File: config.mk
export PLATFORM = sky130hd
export DESIGN_NAME = pdm_mic_capture
export DESIGN_NICKNAME = d
export VERILOG_FILES = /design/src/rtl/pdm_mic_capture.sv
export SDC_FILE = /design/constraint.sdc
export NUM_CORES = 1
export LEC_CHECK = 0
export ABC_AREA = 1
export BUFFER_PORTS_ARGS = -buffer_cell sky130_fd_sc_hd__buf_2
export CORE_MARGIN = 4
export CORE_UTILIZATION = 63
export DETAILED_ROUTE_END_ITERATION = 7
export PLACE_DENSITY = 0.83
export SLEW_MARGIN = 10
export SYNTH_ARGS = -nofsm -noshare
export SYNTH_HDL_FRONTEND = slang
export SYNTH_SLANG_ARGS = --single-unit
export TNS_END_PERCENT = 1
File: constraint.sdc
create_clock -name clk -period 4.6 [get_ports clk]
set_input_delay 0.23 -clock clk [delete_from_list [all_inputs] [get_ports clk]]
set_output_delay 0.23 -clock clk [all_outputs]
set_load 0.02 [all_outputs]
File: src/rtl/pdm_mic_capture.sv
// PDM microphone front end: generates mic_clk, counts ones per 2**dec_log2-bit window,
// and pushes one PCM sample per window into a FIFO, with warm-up discard and overflow flag.
module pdm_mic_capture #(
  parameter int dat_width = 8,
  parameter int dec_log2  = 8,
  parameter int clk_div   = 32,
  parameter int warmup    = 2
) (
  input  logic                 clk,
  input  logic                 reset,
  input  logic                 en,
  input  logic                 pdm_data,
  input  logic                 full,
  output logic                 mic_clk,
  output logic                 wr,
  output logic [dat_width-1:0] data_out,
  output logic                 busy,
  output logic                 overflow
);

  localparam int DIV_W  = $clog2(clk_div);
  localparam int WARM_W = (warmup < 2) ? 1 : $clog2(warmup + 1);
  localparam logic [DIV_W-1:0] DIV_LAST = DIV_W'(clk_div - 1);
  localparam logic [DIV_W-1:0] DIV_HALF = DIV_W'(clk_div / 2);

  typedef enum logic [1:0] {IDLE, WARMUP, RUN} state_t;

  state_t                 state_q, state_d;
  logic [DIV_W-1:0]       div_cnt_q, div_cnt_d;
  logic [dec_log2-1:0]    bit_cnt_q, bit_cnt_d;
  logic [dec_log2:0]      ones_cnt_q, ones_cnt_d;
  logic [WARM_W-1:0]      warm_cnt_q, warm_cnt_d;
  logic                   sync1_q, sync2_q;
  logic                   mic_clk_q, mic_clk_d;
  logic                   pend_q, pend_d;
  logic [dat_width-1:0]   samp_q, samp_d;
  logic [dat_width-1:0]   last_q, last_d;
  logic                   ovf_q, ovf_d;

  logic                   active;
  logic                   bit_tick;
  logic                   win_end;
  logic [dec_log2:0]      ones_next;

  // A full window of ones overflows by one count; clamp it into dec_log2 bits.
  function automatic logic [dec_log2-1:0] sat_window(input logic [dec_log2:0] v);
    return v[dec_log2] ? {dec_log2{1'b1}} : v[dec_log2-1:0];
  endfunction

  function automatic logic [dat_width-1:0] to_pcm(input logic [dec_log2-1:0] s);
    return dat_width'(s >> (dec_log2 - dat_width));
  endfunction

  assign active    = (state_q != IDLE);
  assign bit_tick  = active && (div_cnt_q == DIV_LAST);
  assign win_end   = bit_tick && (bit_cnt_q == {dec_log2{1'b1}});
  assign ones_next = ones_cnt_q + {{dec_log2{1'b0}}, sync2_q};

  always_comb begin
    state_d    = state_q;
    div_cnt_d  = div_cnt_q;
    bit_cnt_d  = bit_cnt_q;
    ones_cnt_d = ones_cnt_q;
    warm_cnt_d = warm_cnt_q;
    pend_d     = 1'b0;
    samp_d     = samp_q;
    last_d     = last_q;
    ovf_d      = ovf_q;

    // Resolve the write that was scheduled by the previous window end.
    if (pend_q) begin
      if (full) ovf_d  = 1'b1;
      else      last_d = samp_q;
    end

    case (state_q)
      IDLE: begin
        if (en) begin
          state_d    = (warmup == 0) ? RUN : WARMUP;
          warm_cnt_d = WARM_W'(warmup);
          ovf_d      = 1'b0;
        end
      end
      default: begin
        if (!en) begin
          state_d    = IDLE;
          div_cnt_d  = '0;
          bit_cnt_d  = '0;
          ones_cnt_d = '0;
          warm_cnt_d = '0;
        end else begin
          div_cnt_d = bit_tick ? '0 : div_cnt_q + 1'b1;
          if (bit_tick) begin
            bit_cnt_d  = bit_cnt_q + 1'b1;
            ones_cnt_d = win_end ? '0 : ones_next;
          end
          if (win_end) begin
            if (state_q == RUN) begin
              pend_d = 1'b1;
              samp_d = to_pcm(sat_window(ones_next));
            end else begin
              warm_cnt_d = warm_cnt_q - 1'b1;
              if (warm_cnt_q == WARM_W'(1)) state_d = RUN;
            end
          end
        end
      end
    endcase

    mic_clk_d = (state_d != IDLE) && (div_cnt_d < DIV_HALF);
  end

  always_ff @(posedge clk or posedge reset) begin
    if (reset) begin
      state_q    <= IDLE;
      div_cnt_q  <= '0;
      bit_cnt_q  <= '0;
      ones_cnt_q <= '0;
      warm_cnt_q <= '0;
      sync1_q    <= 1'b0;
      sync2_q    <= 1'b0;
      mic_clk_q  <= 1'b0;
      pend_q     <= 1'b0;
      samp_q     <= '0;
      last_q     <= '0;
      ovf_q      <= 1'b0;
    end else begin
      state_q    <= state_d;
      div_cnt_q  <= div_cnt_d;
      bit_cnt_q  <= bit_cnt_d;
      ones_cnt_q <= ones_cnt_d;
      warm_cnt_q <= warm_cnt_d;
      sync1_q    <= pdm_data;
      sync2_q    <= sync1_q;
      mic_clk_q  <= mic_clk_d;
      pend_q     <= pend_d;
      samp_q     <= samp_d;
      last_q     <= last_d;
      ovf_q      <= ovf_d;
    end
  end

  // wr is gated by the live full flag so it can never coincide with full=1.
  assign wr       = pend_q && !full;
  assign data_out = wr ? samp_q : last_q;
  assign mic_clk  = mic_clk_q;
  assign busy     = active;
  assign overflow = ovf_q;

endmodule

== Word level (Yosys, flattened, before mapping) ==
Index checks and enable logic that the tools add are counted.
Widths: inputs -> output; s select.
Storage, ports and cells
  bits in registers: 47
  logic and storage cells: 68
  output and inout bits: 12
  input bits: 5
Cells by class
  $lt $le $gt $ge: 1
  bitwise gates (word level): 2
  equal/unequal tests: 8
  muxes and demuxes: 29
  $add $sub $neg: 4
  reductions and logical operators: 12
Operators by type and width (count)
  $mux 8: 4
  $mux 9: 3
  $mux 2: 11
  $mux 5: 3
  $add 9x1->9: 1
  $add 8x1->8 const B: 1
  $eq 8x8->1 const B: 1
  $mux 1: 8
  $add 5x1->5 const B: 1
  $eq 5x5->1 const B: 1
  $lt 5x5->1 const B: 1
  $logic_and 1x1->1: 4
  $reduce_and 2->1: 2
  $reduce_and 4->1: 1
  $reduce_bool 2->1: 2
  $ne 3x1->1 const B: 1
  $ne 3x2->1 const B: 1
  $reduce_and 3->1: 1
  $eq 2x1->1 const B: 1
  $eq 2x2->1 const B: 1
  $logic_not 2->1: 1
  $ne 2x1->1 const B: 1
  $ne 2x2->1 const B: 1
  $not 1->1: 2
  2 further kinds: 2

== Logic depth before layout (Yosys ltp) ==
  depth after elaboration: 8
  mapped depth: 11
  depth with buffers taken out: 11

== Worst setup path after synthesis ==
OpenSTA, ideal clock, no wires.
  path type: register to register
  from: reg div_cnt_q[1]
  to: reg samp_q[0]
  buffers on the path: 0
  required time: 4484 ps
  path slack: 2941 ps
  arrival: 1542 ps
  stages on the path, launching flop included: 12
  clock period less this slack: 1659 ps
  library setup time: 116 ps
  path through: dfrtp_1 > ha_1 > inv_1 > nor3_1 > ha_1 > inv_1 > nor2_8 > nand3_4 > nor2_1 > nand2_2 > nand2_1 > nand2_1
On the way
  longest elaborated chain between the ends: 4
Ends and longest elaborated chain
  from (decl): RTL line 29  | logic [DIV_W-1:0] div_cnt_q, div_cnt_d;
  from (signal assigned): RTL line 129  | div_cnt_q <= div_cnt_d;
  $eq 5x5->1: RTL line 55  | assign bit_tick = active && (div_cnt_q == DIV_LAST);
  $logic_and 1x1->1: RTL line 55
  $logic_and 1x1->1: RTL line 56  | assign win_end = bit_tick && (bit_cnt_q == {dec_log2{1'b1}});
  $reduce_and 4->1 (no line)
  to (signal assigned): RTL line 137  | samp_q <= samp_d;
  to (decl): RTL line 36  | logic [dat_width-1:0] samp_q, samp_d;
No other way between the ends.
A chain may end at the register's enable or synchronous reset.

== Final worst setup path ==
  from: reg div_cnt_q[1]
  to: reg ones_cnt_q[4]
On the way
  longest elaborated chain between the ends: 6
  elaborated cells between the ends (all ways): 8
  classes of those cells: eq/ne: 2; mux: 3; reduce/logical: 3
Ends and longest elaborated chain
  $eq 5x5->1 *: RTL line 55
  $logic_and 1x1->1 *: RTL line 55
  $logic_and 1x1->1: RTL line 56
  $mux 9: RTL line 95  | ones_cnt_d = win_end ? '0 : ones_next;
  $mux 9: RTL line 93  | if (bit_tick) begin
  $mux 9: RTL line 85  | if (!en) begin
  to (signal assigned): RTL line 131  | ones_cnt_q <= ones_cnt_d;
  to (decl): RTL line 31  | logic [dec_log2:0] ones_cnt_q, ones_cnt_d;
Mark *: on every way between the ends. The rest lies on a longest branch, timed or not. The select of a mux whose other input is x is not followed.

==> impl_results.md <==
* Int Pwr at 0.609 mW
* R2R Path End: ones_cnt_q[4]
* Yosys top cell area share at just over 50%
* Slew @ Worst Pin at approximately 950 ps
* Post-detail-place hpwl at between 3 and 4 mm
* GR Layer Usage met3 at 4.93%
* Post-route antenna net violation count at 0
* Post-Syn Instances at approximately 280
* Synth area leaders: dfrtp_1 (52%), nand2_1 (17%), inv_1 (5.3%), ha_1 (3.3%), nand3_1 (3.3%)
* Cell Area, Synth at roughly 2300 um^2
* Multi-input gate area at slightly below 1000 um^2
* Yosys synthesis warning count at 0
* First-pass GRT wire length at 7.36 mm
* CP Capture Type: flip-flop
* Reg2reg path depth at 8
* Yosys reg bits at 47
* Max-cap violation count at 0
* WL per Instance at between 10 and 15 um
* Post-CTS setup buffers at 0
* Area leader, netlist: dfrtp_1
* Reg2reg setup slack at around 2700 ps
* P per Cell Area at ~310 nW/um^2
* Vias/cell at 5.23
* Root Buffer: clkbuf_4
* Peak supply drop at approximately 0.24 mV
* Startpoint types: flip-flop
* Max Fclk at ~0.52 GHz
* DIE HEIGHT at between 60 and 70 um
* Sequential cell area at 1180 um^2
* Leakage at around 1.4 nW
* Clock Path Buffers at 2
* Vias in the first global route at 1692
* Commonest non-fill, non-tap cell in the layout: nand2_1
* Fillers at 251
* Starting density of the core at between 60% and 70%
* CTS tree: done
* Layout cells sized above 1 at 13.4%
* Slew Limit Fails at 0
* Fin crit share at around two fifths
* Fin. Hold Viols at 0
* Worst reg2reg startpoint: div_cnt_q[1]
* NumNets Final at 308
* Net Switching at approximately 0.17 mW
* Initial DRC count at ~160
* Slew headroom at 36.5%
* Final WL at around 4.2 mm
* Sequential share of the synthesized area at between 50% and 60%
* CTS clock-pin slew for the worst setup and hold paths at 140 ps
* Syn avg cell area at slightly above 8 um^2
* PortBufs at 16
* Sw Share at 22.2%
* Register share of total power at 55.2%
* H-tree depth at 2
* Ant diodes at 0
* CTS Buf Count at 5
* GRT Resource Usage Total at approximately a fifth
* Design area at 2520 um^2
* Sink Count at 47
* Hold WC Path Type: in2async
* Area delta synth->final at 10.3%
* Met2 usage at a little over a third
* Post-Place Cell Area at around 2400 um^2
* CP Max Fanout at 9
* Worst EP arrival at 2190 ps
* Comb pwr share at 6.4%
* Unrepaired setup endpoints after global routing: false
* Initial antenna violation count at 0
* Minimum clock period at ~1900 ps
* CP Class: reg2reg
* Cts repair resizes at 0
* Post-synthesis cell type count at 25
* FP Rows at 21
* DRC errors left at 0
* RePlAce Congestion at approximately 0.8
* Die ar. at about 4600 um^2
* Status: complete, no violations
* Post-route setup TNS at 0 ps
* Clock Power Share at between 30% and 40%
* Pin count of the biggest net entering global routing at 48
* Worst clock skew at 13.3 ps
* DR vias at approximately 1800
* Net count after synthesis at between 200 and 300
* CORE AREA at about 3400 um^2
* Met1 usage at about a quarter
* Grt peak-use layer: met2
* Clk_lat worst skew at roughly 360 ps
* WP data required at a little under 5000 ps
* Initial DRT Pass Iterations at 4
* Commonest non-fill, non-tap cells in the layout: nand2_1 (104), dfrtp_1 (47), inv_1 (31)
* I/O Pins at 17
* Final Setup Violations at 0
* Die X at between 60 and 70 um
* Total gr overflow at 0
-- power groups by stage --
stage	Combinational [mW]	Sequential, mW	Clock [mW]
after CTS	0.0509	0.432	0.306
after global routing	0.0600	0.434	0.322
final	0.0502	0.432	0.300
after detailed placement	0.0498	0.440	0
after floorplan	0.0378	0.439	0
after global placement	0.0490	0.440	0
-- repair_timing --
action / 4_1_cts / 5_1_grt
setup endpoints to repair: 0 / 0
endpoints found under the hold margin: 1 / 0
hold buffers: 1 / 0
-- state kept, by name, summed over array words and instances, names as in the netlist --
register and flops:
div_cnt_q 5, bit_cnt_q 8, sync2_q 1, sync1_q 1
samp_q 8, state_q 2, warm_cnt_q 2, mic_clk 1
overflow 1, last_q 8, pend_q 1, ones_cnt_q 9
-- layout make-up --
cell class | count | share of cell area (%)
clock buffer | 6 | 1.64
tap | 46 | 2.29
inverter | 34 | 5.07
multi-input combinational | 192 | 38.3
timing repair buffer | 17 | 3.58
sequential | 47 | 46.7
clock inverter | 2 | 2.39
-- cells in the mapped netlist, drive strengths merged --
cell type,count
nand2,110
dfrtp,47
inv,34
nor2,19
nand3,16
o21ai,12
a21oi,8
ha,6
nand4,6
nor3,5
o22ai,4
o21bai,2
xnor2,2
buf,1
clkbuf,1
nand3b,1
xor2,1
-- critical path, cell delays in order (launching register included) --
cell	delay (ps)
dfrtp_1	400
ha_1	170
inv_1	50
nor3_1	150
ha_1	210
inv_1	120
nor2_8	170
nand3_1	270
o21ai_0	270
-- kinds of logic after synthesis --
group	count (synthesis)	synth area share, %
AO/OA/AOI/OAI	26	6.14
buffers and inverters	36	6.25
adder cells (fa/ha/maj)	6	3.29
XOR/XNOR	3	1.15
flip-flops	47	51.5
AND/OR/NAND/NOR	157	31.6
-- worst max-delay path by stage --
stage | depth (start not counted) | slack, ps | to | startpoint
3_3_place_gp | 11 | 2800 | samp_q[4] | div_cnt_q[1]
4_1_cts | 6 | 2680 | data_out[1] | pend_q
6_report | 8 | 2690 | ones_cnt_q[4] | div_cnt_q[1]
5_1_grt | 8 | 2470 | ones_cnt_q[4] | div_cnt_q[1]
2_1_floorplan | 11 | 2940 | samp_q[0] | div_cnt_q[1]
3_5_place_dp | 11 | 2730 | samp_q[2] | div_cnt_q[1]
-- per-stage QoR --
step                hold WS [ps]  power (mW)  setup slack [ps]  cells  util [%]
floorplan                    261       0.477              2940    275         -
global placement             334       0.489              2800    335      70.4
detailed placement           340       0.490              2730    335      70.4
CTS                         93.3       0.789              2680    344      73.7
global route                 132       0.816              2470    344      73.7
finish                      63.9       0.783              2690    344      73.7
-- per-layer routing --
metal,vias to the layer above,share of wire [%]
met5,-,0
met4,0,2.4
met1,828,47
met2,45,46
met3,11,5.0
li1,914,-
Note: power is estimated with default switching activity, not from simulation.
